## config.mk

```make
export PLATFORM = sky130hd
export DESIGN_NAME = ula_seq16
export DESIGN_NICKNAME = d
export VERILOG_FILES = /design/src/rtl/ula_pkg.sv /design/src/rtl/ula_seq16.sv
export SDC_FILE = /design/constraint.sdc
export NUM_CORES = 1
export LEC_CHECK = 0
export ABC_AREA = 0
export CAP_MARGIN = 10
export CORE_AREA = 2 2 100 102
export CTS_CLUSTER_DIAMETER = 80
export DETAILED_ROUTE_END_ITERATION = 10
export DIE_AREA = 0 0 102 104
export GPL_TIMING_DRIVEN = 0
export MAX_ROUTING_LAYER = met4
export SETUP_SLACK_MARGIN = 0.15
export SYNTH_ARGS = -nofsm -noshare
export SYNTH_HDL_FRONTEND = slang
export SYNTH_SLANG_ARGS = --single-unit
```

## constraint.sdc

```tcl
create_clock -name clk -period 1.3 [get_ports clk]
set_input_delay 0.195 -clock clk [delete_from_list [all_inputs] [get_ports clk]]
set_output_delay 0.195 -clock clk [all_outputs]
set_load 0.01 [all_outputs]
```

## src/rtl/ula_pkg.sv

```systemverilog
// Shared types and widths for the byte-serial 16-bit ALU sequencer.
package ula_pkg;

    localparam int WORD_W = 16;
    localparam int BYTE_W = 8;
    localparam int S_W    = 4;
    localparam int CNT_W  = 3;

    typedef enum logic [1:0] {
        IDLE = 2'd0,
        LO   = 2'd1,
        HI   = 2'd2,
        RESP = 2'd3
    } state_t;

    // Operation captured at accept time and held for both byte phases.
    typedef struct packed {
        logic [WORD_W-1:0] a;
        logic [WORD_W-1:0] b;
        logic [S_W-1:0]    s;
        logic              m;
        logic              c_in;
    } req_t;

endpackage

```

## src/rtl/ula_seq16.sv

```systemverilog
// Runs a 16-bit operation through an external 8-bit ALU as two byte phases (low, then high).
// Optional ULA_SEQ16_STATUS_EN adds registered rsp_zero / rsp_neg flags.
module ula_seq16
    import ula_pkg::*;
#(
    parameter int ALU_WAIT = 0
) (
    input  logic              clk,
    input  logic              rst,

    input  logic              req_valid,
    output logic              req_ready,
    input  logic [WORD_W-1:0] req_a,
    input  logic [WORD_W-1:0] req_b,
    input  logic [S_W-1:0]    req_s,
    input  logic              req_m,
    input  logic              req_c_in,

    output logic [BYTE_W-1:0] alu_a,
    output logic [BYTE_W-1:0] alu_b,
    output logic [S_W-1:0]    alu_s,
    output logic              alu_m,
    output logic              alu_c_in,
    input  logic [BYTE_W-1:0] alu_f,
    input  logic              alu_c_out,
    input  logic              alu_a_eq_b,

    output logic              rsp_valid,
    input  logic              rsp_ready,
    output logic [WORD_W-1:0] rsp_f,
    output logic              rsp_c_out,
    output logic              rsp_a_eq_b
`ifdef ULA_SEQ16_STATUS_EN
    ,
    output logic              rsp_zero,
    output logic              rsp_neg
`endif
);

    localparam logic [CNT_W-1:0] WAIT_LAST = CNT_W'(ALU_WAIT);

    state_t           state, state_nxt;
    logic [CNT_W-1:0] cnt, cnt_nxt;
    req_t             op;
    logic             carry_lo;
    logic             eq_lo;
    logic             ld_req;
    logic             ld_lo;
    logic             ld_hi;

    always_ff @(posedge clk) begin
        if (rst) begin
            state <= IDLE;
            cnt   <= '0;
        end else begin
            state <= state_nxt;
            cnt   <= cnt_nxt;
        end
    end

    // Idle/response phases park the ALU in logic mode with zero operands.
    always_comb begin
        state_nxt = state;
        cnt_nxt   = cnt;
        ld_req    = 1'b0;
        ld_lo     = 1'b0;
        ld_hi     = 1'b0;
        req_ready = 1'b0;
        rsp_valid = 1'b0;
        alu_a     = '0;
        alu_b     = '0;
        alu_s     = '0;
        alu_m     = 1'b1;
        alu_c_in  = 1'b0;
        case (state)
            IDLE: begin
                req_ready = 1'b1;
                if (req_valid) begin
                    ld_req    = 1'b1;
                    cnt_nxt   = '0;
                    state_nxt = LO;
                end
            end
            LO: begin
                alu_a    = op.a[BYTE_W-1:0];
                alu_b    = op.b[BYTE_W-1:0];
                alu_s    = op.s;
                alu_m    = op.m;
                alu_c_in = op.c_in;
                if (cnt == WAIT_LAST) begin
                    ld_lo     = 1'b1;
                    cnt_nxt   = '0;
                    state_nxt = HI;
                end else begin
                    cnt_nxt = cnt + 1'b1;
                end
            end
            HI: begin
                alu_a    = op.a[WORD_W-1:BYTE_W];
                alu_b    = op.b[WORD_W-1:BYTE_W];
                alu_s    = op.s;
                alu_m    = op.m;
                // Raw low-byte carry, independent of mode.
                alu_c_in = carry_lo;
                if (cnt == WAIT_LAST) begin
                    ld_hi     = 1'b1;
                    cnt_nxt   = '0;
                    state_nxt = RESP;
                end else begin
                    cnt_nxt = cnt + 1'b1;
                end
            end
            RESP: begin
                rsp_valid = 1'b1;
                if (rsp_ready) state_nxt = IDLE;
            end
            default: state_nxt = IDLE;
        endcase
    end

    always_ff @(posedge clk) begin
        if (rst) begin
            op         <= '0;
            carry_lo   <= 1'b0;
            eq_lo      <= 1'b0;
            rsp_f      <= '0;
            rsp_c_out  <= 1'b0;
            rsp_a_eq_b <= 1'b0;
        end else begin
            if (ld_req) begin
                op.a    <= req_a;
                op.b    <= req_b;
                op.s    <= req_s;
                op.m    <= req_m;
                op.c_in <= req_c_in;
            end
            if (ld_lo) begin
                rsp_f[BYTE_W-1:0] <= alu_f;
                carry_lo          <= alu_c_out;
                eq_lo             <= alu_a_eq_b;
            end
            if (ld_hi) begin
                rsp_f[WORD_W-1:BYTE_W] <= alu_f;
                rsp_c_out              <= alu_c_out;
                rsp_a_eq_b             <= eq_lo & alu_a_eq_b;
            end
        end
    end

`ifdef ULA_SEQ16_STATUS_EN
    always_ff @(posedge clk) begin
        if (rst) begin
            rsp_zero <= 1'b0;
            rsp_neg  <= 1'b0;
        end else if (ld_hi) begin
            rsp_zero <= ({alu_f, rsp_f[BYTE_W-1:0]} == '0);
            rsp_neg  <= alu_f[BYTE_W-1];
        end
    end
`endif

endmodule

```

# Yosys cells after proc, flatten, opt, wreduce, memory -nomap -nowiden
# Index checks and enable logic that the tools add are counted.
[classes]
add_sub_neg = 1
mul = 0
div_mod_pow = 0
magnitude_cmp = 0
eq_ne = 7
shift = 0
n_mux = 20
bitwise = 1
reduce_logical = 6
[op_table]
columns = ["op", "n"]
rows = [
  ["case mux 8 bit (2 select lines)", 2],
  ["two-way mux 1 bit", 8],
  ["two-way mux 2 bit", 4],
  ["inequality test 2 bit (second input constant)", 4],
  ["case mux 2 bit (4 select lines)", 1],
  ["two-way mux 3 bit", 2],
  ["case mux 3 bit (2 select lines)", 1],
  ["== test 2 bit (second input constant)", 2],
  ["two-way mux 4 bit", 1],
  ["AND reduction 4 bit", 1],
  ["adder 3 x 1 -> 3 bit (second input constant)", 1],
  ["logical NOT 3 bit", 1],
  ["== test 2 x 1 -> 1 bit (second input constant)", 1],
  ["logical NOT 2 bit", 1],
  ["case mux 1 bit (2 select lines)", 1],
  ["AND reduction 2 bit", 1],
  ["nonzero test 2 bit", 1],
  ["OR reduction 2 bit", 1],
  ["bitwise AND 1 bit", 1],
]
[totals]
ff_bits = 63
latchBits = 0
mem_bits_rw = 0
rom_bits = 0
input_bits = 52
out_inout_bits = 42
elab_cells = 48
n_memories = 0

# Logic depth before layout (Yosys ltp)
# Gate-level depths: netlist (run 1).
[logic_depth]
ltp_word = 4
mapped_depth = 7
depth_no_buf = 5

# Least setup slack after synthesis (run 1)
# No wires, ideal clock.
[synth_path]
path_type = "reg2out"
startpoint = "register state[0]"
endpoint = "output alu_a[1]"
arrival_time_ns = 1.290
t_required_ns = 1.105
path_slack_ns = -0.185
path_stages_with_launch = 6
path_cell_list = "dfxtp_1 -> inv_1 -> ha_1 -> buf_2 -> clkbuf_1 -> nor2b_1"
[synth_via]
elab_chain_len = 2
elab_cells_between_ends = 3
classes_between = "2 x eq/ne; 1 x mux"
[synth_rtl]
columns = ["element", "line_no", "source"]
rows = [
  ["start: declaration", "ula_seq16.sv:42", "state_t state, state_nxt;"],
  ["start signal: assignment", "ula_seq16.sv:56", "state <= state_nxt;"],
  ["== test 2 bit or == test 2 x 1 -> 1 bit (tied branches)", "ula_seq16.sv:75", "case (state)"],
  ["case mux 8 bit (2 select lines) (*)", "ula_seq16.sv:75", ""],
  ["end: declaration", "ula_seq16.sv:19", "output logic [BYTE_W-1:0] alu_a,"],
]
# Every way passes the cells marked *; elsewhere a longest branch is shown, timed or not.

# Worst setup path in the final report (run 1)
[layout_path]
startpoint = "register state[1]"
endpoint = "output alu_a[5]"
# Same word-level chain as after synthesis.

==> run summary, run 1 <==
• final wirelength: 9770 µm
• leakage power: 2.38 nW
• async set-reset flop share out of synthesis: 0%
• share of final-layout standard cells stronger than drive strength 1: 58.6%
• vias per std cell: 4.63
• final hold slack: 0.421 ns
• number of search-and-repair iterations in the first detailed-routing pass: 4
• total routing resource utilization after global routing: 18.7%
• vias in the first global route: 2854
• Yosys warnings: 0
• violated checks: negative setup slack
• sum of net half-perimeters after detailed placement: 5550 µm
• synthesized net count: 378
• clock skew after layout: 0.0122 ns
• area taken by flip-flops and latches: 1270 µm²
• worst-margin pin slew: 0.503 ns
• area of the core region: 9550 µm²
• Total Die Area: 10600 µm²
• number of max-slew violations in the final report: 0
• hold-fix buffer count after cts: 0
• routability cong.: 0.732
• DRT antenna net count: 0
• Req. time, crit path: 1.11 ns
• # nets final: 528
• Switching Fraction: 36.4%
• critical path arrival: 1.60 ns
• number of synthesized flops with an enable pin: 0
• floorplan die height: 104 µm
• area growth from synthesis to final layout: 102%
• result of the run: finished with violations
• starting utilization of the core area: 29.0%
• biggest fanout along the worst timing path: 6
• most instantiated flip-flop cell in the synthesis netlist: sky130_fd_sc_hd__dfxtp_1
• proportion of synthesized chip area in sequential cells: 45.5%
• CTS Buffer Depth: 2
• Chip Width: 102 µm
• Layout Utilization: 58.6%
• Cell Pwr Density: 2080 nW/µm²
• setup tns final: -19.51 ns
• # H-tree levels: 3
• ordered cell list for the critical path: buf_6, ha_4, buf_8, buf_6, a22oi_2, nor2b_4, buf_6
• I/O pin count: 94
• max frequency: 0.557 GHz
• global-route congestion overflow total: 0
• via total after detailed routing: 2806
• n_diodes: 0
• footprint of the multi-input gates: 2140 µm²
• DRC violation total after the first TritonRoute iteration: 63
• setup repair after global routing missed its margin: yes
• period utilization: 138%
• most used cell along the critical path: sky130_fd_sc_hd__buf_6
• CP startpoint kind: register
• post-synthesis register bit count: 63
• number of distinct library cells after synthesis: 26
• Post-route DRC: 0
• Clk pwr share: 12.8%
• clock tree from TritonCTS: built
• switching power of the nets: 4.24 mW
• antenna violations before repair: 0
• Inserted Clock Buffers: 9
• Root Driver: sky130_fd_sc_hd__clkbuf_8
• maximum vdd drop: 0.918 mV
• Final Setup Violations: 77
• buffering stage count on the worst path with inverters included: 4
• Hold Vio Cnt, Final: 0
• type of the setup path with the least slack: register to primary output
• internal power consumption: 7.41 mW
• total clock sinks: 63
• clock input transition at the sequential cells of the worst setup and hold paths: 0.07 ns
• instance count of the mapped netlist: 319
• fill cell total of the finished layout: 817
• Mapped Area: 2770 µm²
• share of power burned in combinational logic: 64.5%
• worst min-delay path class: input pin to register
• cell type group with the largest total delay on the critical path: buffers and inverters
• minimum clock period after layout: 1.80 ns
• critical path's largest stage delay: 0.36 ns
• syn avg cell area: 8.69 µm²
• Cell Rows: 36
• Sequential Power Share: 22.7%
• Final WS setup: -0.495 ns
• wire length of the first global-routing pass: 14900 µm
• highest-delay cell along the critical path: sky130_fd_sc_hd__dfxtp_4
• port buffer count: 93
• Setup crit end kind: primary output
• routed wirelength normalized by instance count: 16.1 µm
• Clock Latency Late Sink: 0.35 ns
• worst relative slew slack: 66.5%
• count of maximum capacitance violations: 0
• pin count of the biggest net entering global routing: 11
-- synth_stat cells (2+ instances only) --
library cell	number	area share, %
sky130_fd_sc_hd__nand2b_1	5	1.1
sky130_fd_sc_hd__a22oi_1	17	4.6
sky130_fd_sc_hd__mux2i_1	22	7.9
sky130_fd_sc_hd__dfxtp_1	63	45
sky130_fd_sc_hd__buf_6	3	1.2
sky130_fd_sc_hd__buf_2	10	1.8
sky130_fd_sc_hd__clkbuf_1	7	0.95
sky130_fd_sc_hd__a21oi_1	21	3.8
sky130_fd_sc_hd__nand2_1	79	11
sky130_fd_sc_hd__buf_4	3	0.81
sky130_fd_sc_hd__and2_1	4	0.90
sky130_fd_sc_hd__ha_1	7	3.2
sky130_fd_sc_hd__inv_1	6	0.81
sky130_fd_sc_hd__nand3b_1	2	0.54
sky130_fd_sc_hd__a21oi_2	20	6.3
sky130_fd_sc_hd__nor2_1	21	2.8
sky130_fd_sc_hd__nor2b_1	20	4.5
-- layer usage --
metal  global-route usage (%)  wire, µm
met1                     23.3      4160
met2                     30.1      5020
met3                     4.70       471
met4                     4.95       121
met5                        -         0
-- layout make-up --
cell class,count,area share [%]
Clock inverter,4,0.380
Inverter,6,0.537
Buffer,24,5.97
Tap cell,133,2.97
Multi-Input combinational cell,226,38.2
Timing Repair Buffer,139,26.8
Sequential cell,63,22.7
Clock buffer,11,2.53
-- sequential cells by signal, indices dropped and copies added (netlist names) --
register and cells:
rsp_f 16, rsp_c_out 1, state 2, rsp_a_eq_b 1
op 38, cnt 3, carry_lo 1, eq_lo 1
-- power groups by stage --
stage / registers (mW) / clock network [mW] / logic [mW]
after global routing: 2.69 / 1.61 / 7.94
final: 2.64 / 1.50 / 7.51
after floorplan: 2.62 / 0 / 2.79
after CTS: 2.58 / 1.52 / 6.45
after global placement: 2.60 / 0 / 4.04
after detailed placement: 2.61 / 0 / 4.06
-- placed cells by master, fill, tap and decap left out, types with 2 or more instances in the layout --
cell type,instances
sky130_fd_sc_hd__dfxtp_1,61
sky130_fd_sc_hd__clkdlybuf4s50_1,51
sky130_fd_sc_hd__buf_6,48
sky130_fd_sc_hd__nand2_4,45
sky130_fd_sc_hd__a21oi_2,39
sky130_fd_sc_hd__nor2_1,20
sky130_fd_sc_hd__mux2i_1,19
sky130_fd_sc_hd__a22oi_2,17
sky130_fd_sc_hd__nor2b_4,17
sky130_fd_sc_hd__nand2_2,17
sky130_fd_sc_hd__nand2_1,17
sky130_fd_sc_hd__clkbuf_2,16
sky130_fd_sc_hd__clkbuf_8,11
sky130_fd_sc_hd__buf_4,11
sky130_fd_sc_hd__buf_8,10
sky130_fd_sc_hd__buf_12,9
sky130_fd_sc_hd__and2_4,5
sky130_fd_sc_hd__ha_4,5
sky130_fd_sc_hd__clkbuf_16,4
sky130_fd_sc_hd__nand2b_1,4
sky130_fd_sc_hd__buf_16,4
sky130_fd_sc_hd__clkdlybuf4s15_1,4
sky130_fd_sc_hd__inv_1,3
sky130_fd_sc_hd__buf_2,3
sky130_fd_sc_hd__nor2b_1,3
sky130_fd_sc_hd__clkbuf_1,3
sky130_fd_sc_hd__clkinv_2,3
sky130_fd_sc_hd__inv_4,2
sky130_fd_sc_hd__nand3b_1,2
sky130_fd_sc_hd__mux2i_2,2
sky130_fd_sc_hd__a21oi_1,2
sky130_fd_sc_hd__dfxtp_4,2
-- stage by stage --
stage	std cells	total power [mW]	cell area (µm²)	setup slack [ns]
6_report	606	11.7	5590	-0.495
5_1_grt	606	12.2	5590	-0.552
4_1_cts	597	10.6	5210	-0.512
3_5_place_dp	545	6.67	4220	-0.614
3_3_place_gp	545	6.64	4220	-0.608
2_1_floorplan	319	5.41	3130	0.0275
-- timing repair --
action | CTS | global route
pin swaps | 23 | 76
resized for setup | 256 | 112
buffers inserted | 28 | 7
cloned | 9 | 2
endpoints found under the setup margin | 105 | 104
-- tightest hold or removal path, stage by stage --
cell	delay [ns]
sky130_fd_sc_hd__clkdlybuf4s50_1	0.41
sky130_fd_sc_hd__nand2_2	0.06
sky130_fd_sc_hd__a21oi_2	0.05
-- cell families after synthesis --
logic type,share of synthesized area (%)
DFF,45.5
adders and majority gates,3.16
buffers and inverters,5.73
AOI/OAI and AO/OA,16.2
muxes,7.94
and+or+nand+nor,21.5
-- path summary, 6_finish.rpt --
| check | startpoint | endpoint | slack [ns] | depth (start not counted) |
|---|---|---|---|---|
| worst max-delay path | state[1]$_SDFFE_PP0P_ | alu_a[5] | -0.50 | 7 |
| worst min-delay path | req_c_in | op[0]$_SDFFE_PP0P_ | 0.42 | 3 |
| worst max register to register | state[1]$_SDFFE_PP0P_ | rsp_c_out$_SDFFE_PP0P_ | -0.36 | 9 |
| worst min register to register | op[4]$_SDFFE_PP0P_ | op[4]$_SDFFE_PP0P_ | 0.46 | 2 |
Note: power is estimated with default switching activity, not from simulation.
==> run 2: changes to the inputs <==
--- a/config.mk
+++ b/config.mk
@@ -6,11 +6,11 @@
 export NUM_CORES = 1
 export LEC_CHECK = 0
 export ABC_AREA = 0
-export CAP_MARGIN = 10
-export CORE_AREA = 2 2 100 102
+export CORE_AREA = 2 2 139 73
+export CTS_BUF_LIST = sky130_fd_sc_hd__clkbuf_2
 export CTS_CLUSTER_DIAMETER = 80
 export DETAILED_ROUTE_END_ITERATION = 10
-export DIE_AREA = 0 0 102 104
+export DIE_AREA = 0 0 141 75
 export GPL_TIMING_DRIVEN = 0
 export MAX_ROUTING_LAYER = met4
 export SETUP_SLACK_MARGIN = 0.15
==> run 2 against run 1 <==
- the flow still finishes with violations (negative setup slack)
- sequential power hardly changed
- largest power group unchanged
- worst hold slack worse by 0.21 ns
- cell count is 3.0% lower
- clock skew is 0.014 ns higher
- power is 1.9% lower
- wire length is 1.0% lower
- critical path depth stayed put
- setup slack worse by 0.25 ns
==> run summary, run 2 (synthesized netlist as in run 1, its figures left out) <==
• routed wirelength normalized by instance count: 16.5 µm
• global-route congestion overflow total: 0
• wire length of the first global-routing pass: 14100 µm
• leakage power: 2.35 nW
• global-route met2 utilization: 30.6%
• flip-flop count of the largest register after layout: 38
• worst min-delay path class: input pin to register
• area growth from synthesis to final layout: 101%
• largest registers: op x38, rsp_f x16, cnt x3
• worst relative slew slack: 47.0%
• Top reg by flops: op
• vias in the first global route: 2707
• biggest fanout along the worst timing path: 5
• max frequency: 0.488 GHz
• Final WS setup: -0.750 ns
• area of the core region: 9290 µm²
• Setup crit end kind: primary output
• pin count of the biggest net entering global routing: 11
• CTS Buffer Depth: 2
• maximum vdd drop: 0.766 mV
• Chip Width: 141 µm
• placed standard-cell area: 4210 µm²
• routability cong.: 0.759
• Root Driver: sky130_fd_sc_hd__clkbuf_2
• starting utilization of the core area: 29.8%
• via total after detailed routing: 2783
• critical path's largest stage delay: 0.39 ns
• share of power burned in combinational logic: 65.4%
• Cell Pwr Density: 2060 nW/µm²
• non-filler cells in the finished layout: 588
• period utilization: 158%
• number of search-and-repair iterations in the first detailed-routing pass: 4
• total clock sinks: 63
• Place WS: -0.609 ns
• floorplan die height: 75 µm
• global-route met1 utilization: 23.1%
• Clock Latency Late Sink: 0.52 ns
• highest-count cells in the layout ignoring fill and taps: sky130_fd_sc_hd__buf_6, sky130_fd_sc_hd__clkdlybuf4s50_1, sky130_fd_sc_hd__dfxtp_1
• total instance count after detailed placement: 533
• n_diodes: 0
• Post-route DRC: 0
• number of max-slew violations in the final report: 0
• setup tns final: -33.29 ns
• minimum clock period after layout: 2.05 ns
• DRT antenna net count: 0
• # H-tree levels: 3
• I/O pin count: 94
• most common library cell in the layout ignoring fill and taps: sky130_fd_sc_hd__buf_6
• # nets final: 522
• worst-margin pin slew: 0.796 ns
• CP startpoint kind: register
• highest-delay cell along the critical path: sky130_fd_sc_hd__dfxtp_4
• final wirelength: 9670 µm
• switching power of the nets: 4.10 mW
• Total Die Area: 10600 µm²
• critical path arrival: 1.85 ns
• clock skew after layout: 0.0259 ns
• Switching Fraction: 35.8%
• sum of net half-perimeters after detailed placement: 5440 µm
• DRC violation total after the first TritonRoute iteration: 98
• hold-fix buffer count after cts: 0
• Inserted Clock Buffers: 9
• worst reg-to-reg setup slack: -0.50 ns
• Clk pwr share: 11.7%
• clock tree from TritonCTS: built
• port buffer count: 93
• Final Setup Violations: 87
• count of maximum capacitance violations: 0
• internal power consumption: 7.34 mW
• Req. time, crit path: 1.11 ns
• share of final-layout standard cells stronger than drive strength 1: 58.5%
• most used cell along the critical path: sky130_fd_sc_hd__buf_6
• fill cell total of the finished layout: 759
• setup repair after global routing missed its margin: yes
• ordered cell list for the critical path: buf_6, ha_4, buf_12, buf_16, a22oi_2, nor2b_4, buf_6
• violated checks: negative setup slack
• vias per std cell: 4.73
• met3 global-route usage: 4.90%
• total routing resource utilization after global routing: 18.6%
• Hold Vio Cnt, Final: 0
• clock input transition at the sequential cells of the worst setup and hold paths: 0.19 ns
• result of the run: finished with violations
• most crowded layer after global routing: met2
• Finished Cell Area: 5560 µm²
• PnR Total Power: 11.4 mW
• Sequential Power Share: 23.0%
• Cell Rows: 25
• type of the setup path with the least slack: register to primary output
• antenna violations before repair: 0
-- run 2: per-stage QoR --
| step | utilization (%) | hold slack [ns] |
|---|---|---|
| 2_1_floorplan | - | 0.322 |
| 3_3_place_gp | 45.3 | 0.438 |
| 3_5_place_dp | 45.3 | 0.446 |
| 4_1_cts | 56.1 | 0.158 |
| 5_1_grt | 59.9 | 0.198 |
| 6_report | 59.9 | 0.209 |
-- run 2: area by class of cell --
class / count / area [µm²] / area share [%]
Clock buffer: 9 / 45.0 / 0.810
Sequential cell: 63 / 1290 / 23.2
Tap cell: 121 / 151 / 2.72
Multi-Input combinational cell: 226 / 2060 / 37.0
Clock inverter: 6 / 76.3 / 1.37
Buffer: 24 / 340 / 6.12
Timing Repair Buffer: 133 / 1570 / 28.2
Inverter: 6 / 30.0 / 0.540
-- run 2: power groups by stage --
| stage | registers, mW | clock network [mW] | logic (mW) |
|---|---|---|---|
| 6_report | 2.63 | 1.33 | 7.47 |
| 5_1_grt | 2.67 | 1.46 | 7.87 |
| 4_1_cts | 2.60 | 1.38 | 6.66 |
| 3_5_place_dp | 2.61 | 0 | 4.09 |
| 3_3_place_gp | 2.60 | 0 | 4.06 |
| 2_1_floorplan | 2.62 | 0 | 2.79 |
-- run 2: layer usage --
layer / share of wire [%] / vias up
li1: - / 1359
met1: 43 / 1341
met2: 50 / 70
met3: 5.2 / 13
met4: 0.87 / 0
met5: 0 / -
-- run 2: worst max-delay path: cells and delay by family, from the launching register on --
kind | cells | cell delay [ns]
AOI/OAI and AO/OA | 1 | 0.22
and+or+nand+nor | 1 | 0.06
adders and majority gates | 1 | 0.16
DFF | 1 | 0.39
buffers and inverters | 4 | 0.51
-- run 2: worst paths after layout --
| kind | from | to | cells after the start |
|---|---|---|---|
| max reg2reg | state[0]$_SDFFE_PP0P_ | rsp_f[6]$_SDFFE_PP0P_ | 10 |
| min reg2reg | rsp_a_eq_b$_SDFFE_PP0P_ | rsp_a_eq_b$_SDFFE_PP0P_ | 2 |
| min | req_a[6] | op[28]$_SDFFE_PP0P_ | 3 |
| max | state[0]$_SDFFE_PP0P_ | alu_b[6] | 7 |
-- run 2: timing repair --
| action | 4_1_cts | 5_1_grt |
|---|---|---|
| resized for setup | 324 | 67 |
| cloned | 10 | 1 |
| buffers inserted | 24 | 5 |
| endpoints found under the setup margin | 105 | 105 |
| pin swaps | 38 | 41 |
==> run 3: changes to the inputs <==
--- a/config.mk
+++ b/config.mk
@@ -13,6 +13,7 @@
 export DIE_AREA = 0 0 141 75
 export GPL_TIMING_DRIVEN = 0
 export MAX_ROUTING_LAYER = met4
+export REMOVE_ABC_BUFFERS = 1
 export SETUP_SLACK_MARGIN = 0.15
 export SYNTH_ARGS = -nofsm -noshare
 export SYNTH_HDL_FRONTEND = slang
==> run 3 against run 2 <==
- the run still ends with negative setup slack left
- clock-buffer cell count increased by 2
- combinational power is 24% lower
- worst hold slack improved by 0.0090 ns
- largest cell class unchanged
==> run summary, run 3 (synthesized netlist as in run 1, its figures left out) <==
• max frequency: 0.522 GHz
• worst reg-to-reg setup slack: -0.44 ns
• n_diodes: 0
• highest-delay cell along the critical path: sky130_fd_sc_hd__dfxtp_4
• flip-flop count of the largest register after layout: 38
• DRC violation total after the first TritonRoute iteration: 72
• worst-margin pin slew: 1.24 ns
• CTS Buffer Depth: 2
• worst min-delay path class: input pin to register
• critical path's largest stage delay: 0.42 ns
• sum of net half-perimeters after detailed placement: 4320 µm
• Inserted Clock Buffers: 9
• Req. time, crit path: 1.11 ns
• Cell Pwr Density: 1980 nW/µm²
• critical register-to-register path startpoint: state[1]$_SDFFE_PP0P_
• total instance count after detailed placement: 510
• routed wirelength normalized by instance count: 15.7 µm
• clock input transition at the sequential cells of the worst setup and hold paths: 0.17 ns
• share of final-layout standard cells stronger than drive strength 1: 47.5%
• vias per std cell: 4.68
• I/O pin count: 94
• count of maximum capacitance violations: 0
• Cell Rows: 25
• area taken by flip-flops and latches: 1290 µm²
• Finished Cell Area: 4680 µm²
• Final WS setup: -0.617 ns
• Clock Latency Late Sink: 0.50 ns
• number of max-slew violations in the final report: 0
• Total Die Area: 10600 µm²
• Post-route DRC: 0
• clock skew after layout: 0.0209 ns
• total clock sinks: 63
• cell count of the worst hold path: 3
• DRT antenna net count: 0
• placed standard-cell area: 3730 µm²
• end of the worst register-to-register path: cnt[0]$_SDFFE_PP0P_
• pin count of the biggest net entering global routing: 38
• FF-to-FF path depth: 9
• # H-tree levels: 3
• worst relative slew slack: 17.4%
• Final Setup Violations: 78
• footprint of the multi-input gates: 1870 µm²
• clock tree from TritonCTS: built
• floorplan die height: 75 µm
• Root Driver: sky130_fd_sc_hd__clkbuf_2
• type of the setup path with the least slack: register to primary output
• leakage power: 1.91 nW
• area growth from synthesis to final layout: 68.6%
• via total after detailed routing: 2623
• destination of the worst hold path: op[36]$_SDFFE_PP0P_
• critical path arrival: 1.72 ns
• Place WS: -1.16 ns
• # nets final: 496
• violated checks: negative setup slack
• largest registers: op x38, rsp_f x16, cnt x3
• hold_sp: req_a[14]
• antenna violations before repair: 0
• port buffer count: 93
• total routing resource utilization after global routing: 16.8%
• vias in the first global route: 2420
• biggest fanout along the worst timing path: 8
• minimum clock period after layout: 1.92 ns
• routability cong.: 0.685
• wire length of the first global-routing pass: 12800 µm
• fill cell total of the finished layout: 878
• area of the core region: 9290 µm²
• final wirelength: 8830 µm
• number of search-and-repair iterations in the first detailed-routing pass: 4
• maximum vdd drop: 0.806 mV
• Top reg by flops: op
• hold-fix buffer count after cts: 0
• highest-count cells in the layout ignoring fill and taps: sky130_fd_sc_hd__nand2_1, sky130_fd_sc_hd__clkdlybuf4s50_1, sky130_fd_sc_hd__dfxtp_1
• ordered cell list for the critical path: inv_4, ha_4, buf_6, nor2b_1, buf_2
• starting utilization of the core area: 29.8%
• period utilization: 147%
• Chip Width: 141 µm
• CP startpoint kind: register
• Hold Vio Cnt, Final: 0
• non-filler cells in the finished layout: 561
• setup repair after global routing missed its margin: yes
• result of the run: finished with violations
• global-route congestion overflow total: 0
• Setup crit end kind: primary output
run 3: cell count changes in the layout (fill, tap and decap cells not counted), moves of 14 or more:
cell and change:
sky130_fd_sc_hd__a21oi_2 -17, sky130_fd_sc_hd__nand2_1 +20, sky130_fd_sc_hd__a21oi_1 +17, sky130_fd_sc_hd__nor2b_4 -14
sky130_fd_sc_hd__buf_6 -15, sky130_fd_sc_hd__nand2_4 -25
run 3: area by class of cell:
class	instances	area share (%)
multi-input combinational	236	39.9
timing repair buffer	121	27.2
clock inverter	3	0.268
clock buffer	11	1.18
tap	121	3.24
inverter	6	0.535
sequential	63	27.7
run 3: worst max-delay path: cells and delay by family, from the launching register on:
| family | cells | cell delay [ns] |
|---|---|---|
| adders and majority gates | 1 | 0.31 |
| buffers and inverters | 3 | 0.34 |
| DFF | 1 | 0.42 |
| and+or+nand+nor | 1 | 0.14 |
run 3: worst max-delay path by stage:
stage	from	to	slack (ns)
5_1_grt	state[1]$_SDFFE_PP0P_	alu_b[3]	-0.73
3_3_place_gp	rst	state[0]$_SDFFE_PP0P_	-1.87
6_report	state[1]$_SDFFE_PP0P_	alu_a[1]	-0.62
3_5_place_dp	state[1]$_SDFFE_PP0P_	rsp_f[6]$_SDFFE_PP0P_	-1.16
4_1_cts	state[0]$_SDFFE_PP0P_	alu_b[2]	-0.66
2_1_floorplan	state[1]$_SDFFE_PP0P_	carry_lo$_SDFFE_PP0P_	-0.41
run 3: power by group:
part / switching, mW / total [mW] / internal (mW)
clock: 0.675 / 0.908 / 0.233
combinational: 2.69 / 5.70 / 3.00
sequential: 0.318 / 2.67 / 2.35
run 3: layer usage:
layer	share of wire (%)	vias up	global-route usage, %	wire (µm)
li1	-	1310	-	-
met1	44	1248	19.9	3860
met2	51	55	29.0	4520
met3	3.5	10	4.39	305
met4	1.6	0	4.67	137
met5	0	-	-	0
run 3: timing repair:
action                                  CTS  global route
setup buffers                            19             6
resized for setup                       302            52
endpoints found under the setup margin  105           105
gates cloned                             10             2
pin swaps                                25            20
run 3: per-stage QoR:
| step | hold WS (ns) | total power, mW | util [%] | setup TNS (ns) |
|---|---|---|---|---|
| after floorplan | 0.257 | 4.24 | - | -23.43 |
| after global placement | 0.438 | 5.44 | 40.0 | -124.05 |
| after detailed placement | 0.446 | 5.45 | 40.2 | -73.25 |
| after CTS | 0.168 | 8.33 | 47.1 | -17.04 |
| after global routing | 0.162 | 9.81 | 50.3 | -25.25 |
| final | 0.218 | 9.27 | 50.3 | -20.14 |
